===== config.mk =====
export PLATFORM = sky130hd
export DESIGN_NAME = wt_store_coalesce_buf_flat
export DESIGN_NICKNAME = d
export VERILOG_FILES = /design/src/rtl/wt_store_coalesce_buf_if.sv /design/src/rtl/wt_store_coalesce_buf.sv /design/src/flat_wrapper.sv
export SDC_FILE = /design/constraint.sdc
export NUM_CORES = 2
export LEC_CHECK = 0
export CORE_ASPECT_RATIO = 2
export CORE_UTILIZATION = 54
export CTS_CLUSTER_SIZE = 25
export DETAILED_ROUTE_END_ITERATION = 16
export PLACE_DENSITY = 0.77
export SYNTH_ARGS = -nofsm -noshare
export SYNTH_HDL_FRONTEND = slang
export SYNTH_SLANG_ARGS = --single-unit

===== constraint.sdc =====
create_clock -name clk_i -period 9.5 [get_ports clk_i]
set_input_delay 1.9 -clock clk_i [delete_from_list [all_inputs] [get_ports clk_i]]
set_output_delay 1.9 -clock clk_i [all_outputs]
set_load 0.05 [all_outputs]

===== src/rtl/wt_store_coalesce_buf_if.sv =====
// Store-side and drain-side signal bundle for the write-through store coalescing buffer.
// The slave modport is the buffer's view; the master modport is the store unit / cache side.
interface wt_store_coalesce_buf_if #(
    parameter int unsigned DEPTH  = 8,
    parameter int unsigned ADDR_W = 64,
    parameter int unsigned DATA_W = 64
);
    localparam int unsigned BE_W = DATA_W / 8;
    localparam int unsigned CW   = $clog2(DEPTH + 1);

    logic              st_valid_i;
    logic              st_ready_o;
    logic [ADDR_W-1:0] st_addr_i;
    logic [DATA_W-1:0] st_data_i;
    logic [BE_W-1:0]   st_be_i;
    logic              st_nc_i;

    logic              req_valid_o;
    logic              req_ready_i;
    logic [ADDR_W-1:0] req_addr_o;
    logic [DATA_W-1:0] req_data_o;
    logic [BE_W-1:0]   req_be_o;
    logic              req_nc_o;

    logic              flush_i;
    logic              empty_o;
    logic [CW-1:0]     count_o;

    logic [ADDR_W-1:0] chk_addr_i;
    logic              chk_hit_o;

    modport slave (
        input  st_valid_i, st_addr_i, st_data_i, st_be_i, st_nc_i,
        output st_ready_o,
        output req_valid_o, req_addr_o, req_data_o, req_be_o, req_nc_o,
        input  req_ready_i,
        input  flush_i,
        output empty_o, count_o,
        input  chk_addr_i,
        output chk_hit_o
    );

    modport master (
        output st_valid_i, st_addr_i, st_data_i, st_be_i, st_nc_i,
        input  st_ready_o,
        input  req_valid_o, req_addr_o, req_data_o, req_be_o, req_nc_o,
        output req_ready_i,
        output flush_i,
        input  empty_o, count_o,
        output chk_addr_i,
        input  chk_hit_o
    );
endinterface


===== src/rtl/wt_store_coalesce_buf.sv =====
// Write-through store coalescing buffer: circular FIFO of committed stores that merges a
// cacheable store into the youngest entry on a dword-address match, drains oldest-first,
// and offers a combinational dword-granular address hazard check for loads.
module wt_store_coalesce_buf #(
    parameter int unsigned DEPTH  = 8,
    parameter int unsigned ADDR_W = 64,
    parameter int unsigned DATA_W = 64
) (
    input  logic                     clk_i,
    input  logic                     rst_i,
    wt_store_coalesce_buf_if.slave   bus
);
    localparam int unsigned BE_W = DATA_W / 8;
    localparam int unsigned OFS  = $clog2(BE_W);
    localparam int unsigned PW   = $clog2(DEPTH);
    localparam int unsigned CW   = $clog2(DEPTH + 1);

    localparam logic [ADDR_W-1:0] AMASK = {{(ADDR_W-OFS){1'b1}}, {OFS{1'b0}}};

    logic [ADDR_W-1:0] addr_q [DEPTH];
    logic [DATA_W-1:0] data_q [DEPTH];
    logic [BE_W-1:0]   be_q   [DEPTH];
    logic [DEPTH-1:0]  nc_q;
    logic [DEPTH-1:0]  vld_q;

    logic [PW-1:0]     head_q;
    logic [PW-1:0]     tail_q;
    logic [CW-1:0]     count_q;

    logic [PW-1:0]     yidx;
    logic [ADDR_W-1:0] aaddr;
    logic [ADDR_W-1:0] chk_aaddr;
    logic              full;
    logic              empty;
    logic              coal;
    logic              accept;
    logic              alloc;
    logic              merge;
    logic              pop;
    logic              hit;

    // Pointer wrap helper for non-power-of-two depths.
    function automatic logic [PW-1:0] ptr_inc(input logic [PW-1:0] p);
        return (p == PW'(DEPTH - 1)) ? '0 : p + PW'(1);
    endfunction

    // Store-side decode: youngest entry, coalesce condition, accept/allocate/merge.
    always_comb begin
        yidx      = (tail_q == '0) ? PW'(DEPTH - 1) : tail_q - PW'(1);
        aaddr     = bus.st_addr_i & AMASK;
        chk_aaddr = bus.chk_addr_i & AMASK;
        full      = (count_q == CW'(DEPTH));
        empty     = (count_q == '0);
        // count>=2 guarantees the youngest entry is never the one being presented.
        coal      = (count_q >= CW'(2)) && vld_q[yidx] && !nc_q[yidx] &&
                    !bus.st_nc_i && (addr_q[yidx] == aaddr);
        accept    = bus.st_valid_i && !bus.flush_i && (coal || !full);
        alloc     = accept && !coal && (bus.st_be_i != '0);
        merge     = accept && coal;
        pop       = !empty && bus.req_ready_i;
    end

    // Hazard check over every valid entry, head included, ignoring byte enables.
    always_comb begin
        hit = 1'b0;
        for (int unsigned i = 0; i < DEPTH; i++) begin
            if (vld_q[i] && (addr_q[i] == chk_aaddr)) hit = 1'b1;
        end
    end

    // Pointer, occupancy and valid-bit state; reset drops everything immediately.
    always_ff @(posedge clk_i or posedge rst_i) begin
        if (rst_i) begin
            head_q  <= '0;
            tail_q  <= '0;
            count_q <= '0;
            vld_q   <= '0;
            nc_q    <= '0;
        end else begin
            if (alloc) begin
                tail_q         <= ptr_inc(tail_q);
                vld_q[tail_q]  <= 1'b1;
                nc_q[tail_q]   <= bus.st_nc_i;
            end
            if (pop) begin
                head_q         <= ptr_inc(head_q);
                vld_q[head_q]  <= 1'b0;
            end
            case ({alloc, pop})
                2'b10:   count_q <= count_q + CW'(1);
                2'b01:   count_q <= count_q - CW'(1);
                default: count_q <= count_q;
            endcase
        end
    end

    // Entry payload: write at tail on allocation, byte-merge into the youngest on coalesce.
    always_ff @(posedge clk_i) begin
        if (alloc) begin
            addr_q[tail_q] <= aaddr;
            data_q[tail_q] <= bus.st_data_i;
            be_q[tail_q]   <= bus.st_be_i;
        end else if (merge) begin
            for (int unsigned b = 0; b < BE_W; b++) begin
                if (bus.st_be_i[b]) data_q[yidx][b*8 +: 8] <= bus.st_data_i[b*8 +: 8];
            end
            be_q[yidx] <= be_q[yidx] | bus.st_be_i;
        end
    end

    // Output drive; request fields read as zero while nothing is queued.
    always_comb begin
        bus.st_ready_o  = !bus.flush_i && (coal || !full);
        bus.req_valid_o = !empty;
        bus.req_addr_o  = empty ? '0 : addr_q[head_q];
        bus.req_data_o  = empty ? '0 : data_q[head_q];
        bus.req_be_o    = empty ? '0 : be_q[head_q];
        bus.req_nc_o    = empty ? 1'b0 : nc_q[head_q];
        bus.empty_o     = empty;
        bus.count_o     = count_q;
        bus.chk_hit_o   = hit;
    end
endmodule


===== src/flat_wrapper.sv =====
// flat-port wrapper written by rule: the top's interface ports become plain ports
module wt_store_coalesce_buf_flat 
#(
    parameter int unsigned DEPTH  = 8,
    parameter int unsigned ADDR_W = 64,
    parameter int unsigned DATA_W = 64
)
  (clk_i, rst_i, bus_st_valid_i, bus_st_addr_i, bus_st_data_i, bus_st_be_i, bus_st_nc_i, bus_st_ready_o, bus_req_valid_o, bus_req_addr_o, bus_req_data_o, bus_req_be_o, bus_req_nc_o, bus_req_ready_i, bus_flush_i, bus_empty_o, bus_count_o, bus_chk_addr_i, bus_chk_hit_o);
  wt_store_coalesce_buf_if #(.DEPTH(DEPTH), .ADDR_W(ADDR_W), .DATA_W(DATA_W)) bus_i ();
  input  logic clk_i;
  input  logic rst_i;
  input wire logic [$bits(bus_i.st_valid_i)-1:0] bus_st_valid_i;
  input wire logic [$bits(bus_i.st_addr_i)-1:0] bus_st_addr_i;
  input wire logic [$bits(bus_i.st_data_i)-1:0] bus_st_data_i;
  input wire logic [$bits(bus_i.st_be_i)-1:0] bus_st_be_i;
  input wire logic [$bits(bus_i.st_nc_i)-1:0] bus_st_nc_i;
  output wire logic [$bits(bus_i.st_ready_o)-1:0] bus_st_ready_o;
  output wire logic [$bits(bus_i.req_valid_o)-1:0] bus_req_valid_o;
  output wire logic [$bits(bus_i.req_addr_o)-1:0] bus_req_addr_o;
  output wire logic [$bits(bus_i.req_data_o)-1:0] bus_req_data_o;
  output wire logic [$bits(bus_i.req_be_o)-1:0] bus_req_be_o;
  output wire logic [$bits(bus_i.req_nc_o)-1:0] bus_req_nc_o;
  input wire logic [$bits(bus_i.req_ready_i)-1:0] bus_req_ready_i;
  input wire logic [$bits(bus_i.flush_i)-1:0] bus_flush_i;
  output wire logic [$bits(bus_i.empty_o)-1:0] bus_empty_o;
  output wire logic [$bits(bus_i.count_o)-1:0] bus_count_o;
  input wire logic [$bits(bus_i.chk_addr_i)-1:0] bus_chk_addr_i;
  output wire logic [$bits(bus_i.chk_hit_o)-1:0] bus_chk_hit_o;
  assign bus_i.st_valid_i = bus_st_valid_i;
  assign bus_i.st_addr_i = bus_st_addr_i;
  assign bus_i.st_data_i = bus_st_data_i;
  assign bus_i.st_be_i = bus_st_be_i;
  assign bus_i.st_nc_i = bus_st_nc_i;
  assign bus_st_ready_o = bus_i.st_ready_o;
  assign bus_req_valid_o = bus_i.req_valid_o;
  assign bus_req_addr_o = bus_i.req_addr_o;
  assign bus_req_data_o = bus_i.req_data_o;
  assign bus_req_be_o = bus_i.req_be_o;
  assign bus_req_nc_o = bus_i.req_nc_o;
  assign bus_i.req_ready_i = bus_req_ready_i;
  assign bus_i.flush_i = bus_flush_i;
  assign bus_empty_o = bus_i.empty_o;
  assign bus_count_o = bus_i.count_o;
  assign bus_i.chk_addr_i = bus_chk_addr_i;
  assign bus_chk_hit_o = bus_i.chk_hit_o;
  wt_store_coalesce_buf #(.DEPTH(DEPTH), .ADDR_W(ADDR_W), .DATA_W(DATA_W)) u_core (.clk_i(clk_i), .rst_i(rst_i), .bus(bus_i));
endmodule

==> metrics.yaml <==
status: "complete, but fails checks"
violations: "capacitance limit, slew limit"
synth_area_um2: 55100
worstPathArrival_ps: 7210
yosysSeqAreaShare_pct: 59.2
setup_violations: 0
grt_antenna_before_repair: 43
slew_violations: 6
path_max_fanout: 35
grt_pass1_vias: 39000
routabilityCongestion: 1.16
rsz0062_at_grt: "no"
firstDrtPassIters: 10
clkTransAtPathRegs_ps: 70
p_int_mw: 12.1
syn_avg_cell_area_um2: 15.6
yosys_warnings: 0
htreeDepth: 3
final_area_um2: 63700
dp.cells: 5060
finalCritPeriodShare_pct: 95.9
drc: 0
period_minus_slack_ps: 9110
syn_to_final_growth_pct: 15.7
cts_setup_buffers: 0
core_um2: 101000
swShare_pct: 45.8
insertion_delay_ps: 770
hp-class: "reg -> reg"
placement.io_buffers: 341
vias: 40300
numCtsBuffers: 93
grt_start_max_net_pins: 150
die_w_um: 228
rows: 165
cts.path.max_buffers: 3
synth-main-ff-cell: "edfxtp_1"
holdBufCountCts: 0
comb_power_share_pct: 54.5
place_hpwl_mm: 192
p_leak_nw: 21.3
grt.total_usage_pct: 52.9
antenna_left: 0
synth_cell_types: 84
dieArea_um2: 103000
seq_power_share_pct: 27.5
yosys_register_bits: 1090
start_util_pct: 54.4
worstMarginPinSlew_ps: 1590
synth_cells: 3523
drt_wl_total_mm: 267
via_per_inst: 7.64
cp-start-kind: "flip-flop"
routedWlPerCell_um: 50.6
fp.dieH_um: 454
vdd_ir_drop_max_uv: 393
crit_type: "reg -> out"
fmax_mhz: 110
cts_sinks: 1090
synth_edf_count: 1064
fill_cells: 7203
setup.worst_path.end_class: "output port"
drtIter0Drc: 6184
drive_gt1_share_pct: 18.9
layout.cells.non_filler: 5276
finalHoldViolations: 0
fin_setup_tns_ps: 0
cts_tree: "built"
grt_pass1_wl_mm: 357
root_buffer: "clkbuf_16"
p_sw_mw: 10.3
grt_overflow: 0
maxSlewHeadroom_pct: -6.32
final_nets: 4050
num_io_pins: 351
drv_cap: 5
dpl-instance-area_um2: 60200
power_density_nw_per_um2: 352
fin_worst_skew_ps: 30.0
clockPowerShare_pct: 18.0
critical_path_required_ps: 7600
ys_async_sr_fraction_pct: 2.39
post_cts_resized: 0
-- cell usage after synthesis (7+ instances only) --
| master | number | area (µm²) |
|---|---|---|
| nor3_1 | 21 | 105 |
| clkbuf_1 | 156 | 586 |
| mux2_2 | 32 | 360 |
| nor4_1 | 71 | 444 |
| a31oi_1 | 14 | 87.6 |
| a22o_1 | 7 | 61.3 |
| o21bai_1 | 9 | 67.6 |
| a32oi_1 | 8 | 70.1 |
| xnor2_1 | 249 | 2180 |
| nor2_1 | 176 | 661 |
| inv_1 | 137 | 514 |
| a21oi_1 | 41 | 205 |
| dfrtp_1 | 26 | 651 |
| buf_2 | 35 | 175 |
| mux2i_1 | 191 | 1910 |
| o21ai_0 | 53 | 265 |
| buf_4 | 8 | 60.1 |
| and2_1 | 7 | 43.8 |
| nand3_1 | 47 | 235 |
| o211a_1 | 66 | 661 |
| nand2b_1 | 14 | 87.6 |
| mux4_2 | 373 | 8400 |
| nand4_1 | 80 | 500 |
| o2bb2ai_1 | 24 | 210 |
| ha_1 | 9 | 113 |
| a22oi_1 | 18 | 135 |
| o22ai_1 | 63 | 394 |
| and3_1 | 7 | 43.8 |
| nand2_1 | 76 | 285 |
| o221ai_1 | 11 | 96.3 |
| nor2b_1 | 16 | 100 |
| a21boi_0 | 8 | 60.1 |
| a211oi_1 | 10 | 75.1 |
| a221oi_1 | 44 | 385 |
| or3_1 | 7 | 43.8 |
| edfxtp_1 | 1064 | 32000 |
| nor4b_1 | 10 | 87.6 |
| xor2_1 | 162 | 1420 |
| o31ai_1 | 9 | 67.6 |
| buf_1 | 52 | 195 |
| a2111oi_0 | 7 | 61.3 |
-- final cells by class --
class	count	area (µm²)	share of cell area (%)
antenna	29	72.6	0.114
clock inverter	63	704	1.11
inverter	138	537	0.843
tap	1336	1670	2.62
clock buffer	109	2430	3.81
multi-input combinational	2043	21200	33.2
sequential	1090	32600	51.2
timing repair buffer	468	4520	7.10
-- worst max-delay path, stage by stage, from the launching register on --
cell     delay (ps)
dfrtp_1         540
inv_1           280
ha_1            440
or3_1           420
buf_4           210
nand2_4         510
buf_4           500
mux2i_1         400
xnor2_1         130
nor4_1          600
nand3_1         160
nor4_1         1080
nand4_1         500
a31oi_1         440
buf_12          180
-- power groups by stage --
stage,Clock (mW),Combinational (mW),Sequential [mW]
after global routing,4.17,12.4,6.17
after CTS,4.01,11.7,6.13
final,4.04,12.2,6.17
after global placement,0,11.5,6.20
after detailed placement,0,11.6,6.22
after floorplan,0,7.54,5.97
-- worst paths after layout --
path / startpoint / to / slack, ps / cells past startpoint
worst max-delay path: u_core.tail_q[1]$_DFFE_PP0P_ / bus_st_ready_o / 390 / 14
worst min-delay path: u_core.nc_q[1]$_DFFE_PP0P_ / u_core.nc_q[1]$_DFFE_PP0P_ / 530 / 1
worst max register to register: u_core.tail_q[1]$_DFFE_PP0P_ / u_core.data_q[4][23]$_DFFE_PP_ / 640 / 14
worst min register to register: u_core.nc_q[1]$_DFFE_PP0P_ / u_core.nc_q[1]$_DFFE_PP0P_ / 530 / 1
max in group asynchronous: rst_i / u_core.head_q[1]$_DFFE_PP0P_ / 6980 / 2
min in group asynchronous: rst_i / u_core.bus.count_o[0]$_DFFE_PP0P_ / 1770 / 2
-- stage by stage --
stage	util [%]	setup WS, ps	power, mW	hold slack, ps
2_1_floorplan	-	587	13.5	477
3_3_place_gp	59.5	1250	17.7	513
3_5_place_dp	59.5	1280	17.8	518
4_1_cts	62.6	1120	21.8	533
5_1_grt	62.9	471	22.7	554
6_report	63.0	387	22.4	535
-- state kept, by name (all words and copies together), names as in the netlist --
signal and cells:
u_core.be_q 64, u_core.head_q 3, u_core.addr_q 488, u_core.tail_q 3, u_core.vld_q 8, u_core.data_q 512, u_core.nc_q 8, u_core.bus.count_o 4
-- logic make-up (layout without fill, tap and decap cells) --
family | count (synthesis) | count (layout) | synth area share (%)
adders and majority gates | 10 | 10 | 0.241
xor gates and xnor gates | 411 | 411 | 6.54
AOI/OAI and AO/OA | 453 | 453 | 6.26
DFF | 1090 | 1090 | 59.2
and+or+nand+nor | 562 | 562 | 5.27
muxes | 604 | 604 | 19.6
other | 1 | 32 | 0.00681
buffers and inverters | 392 | 778 | 2.85
-- cells in the final DEF (no fill, tap or decap), types with 80 or more instances in the layout --
master and n:
clkdlybuf4s50_1 340, mux4_2 373, clkbuf_16 94, nor2_1 174, mux2i_1 191, inv_1 129
xnor2_1 243, xor2_1 150, edfxtp_1 1064, buf_4 110, nand4_1 80
-- metal layers --
metal | track usage [%] | up-vias | routed length [µm]
li1 | - | 14800 | -
met1 | 51.4 | 20300 | 75400
met2 | 80.7 | 3790 | 121000
met3 | 20.7 | 1387 | 30400
met4 | 61.0 | 24 | 39700
met5 | 0.513 | - | 256
Power figures use the tool's default switching activity.
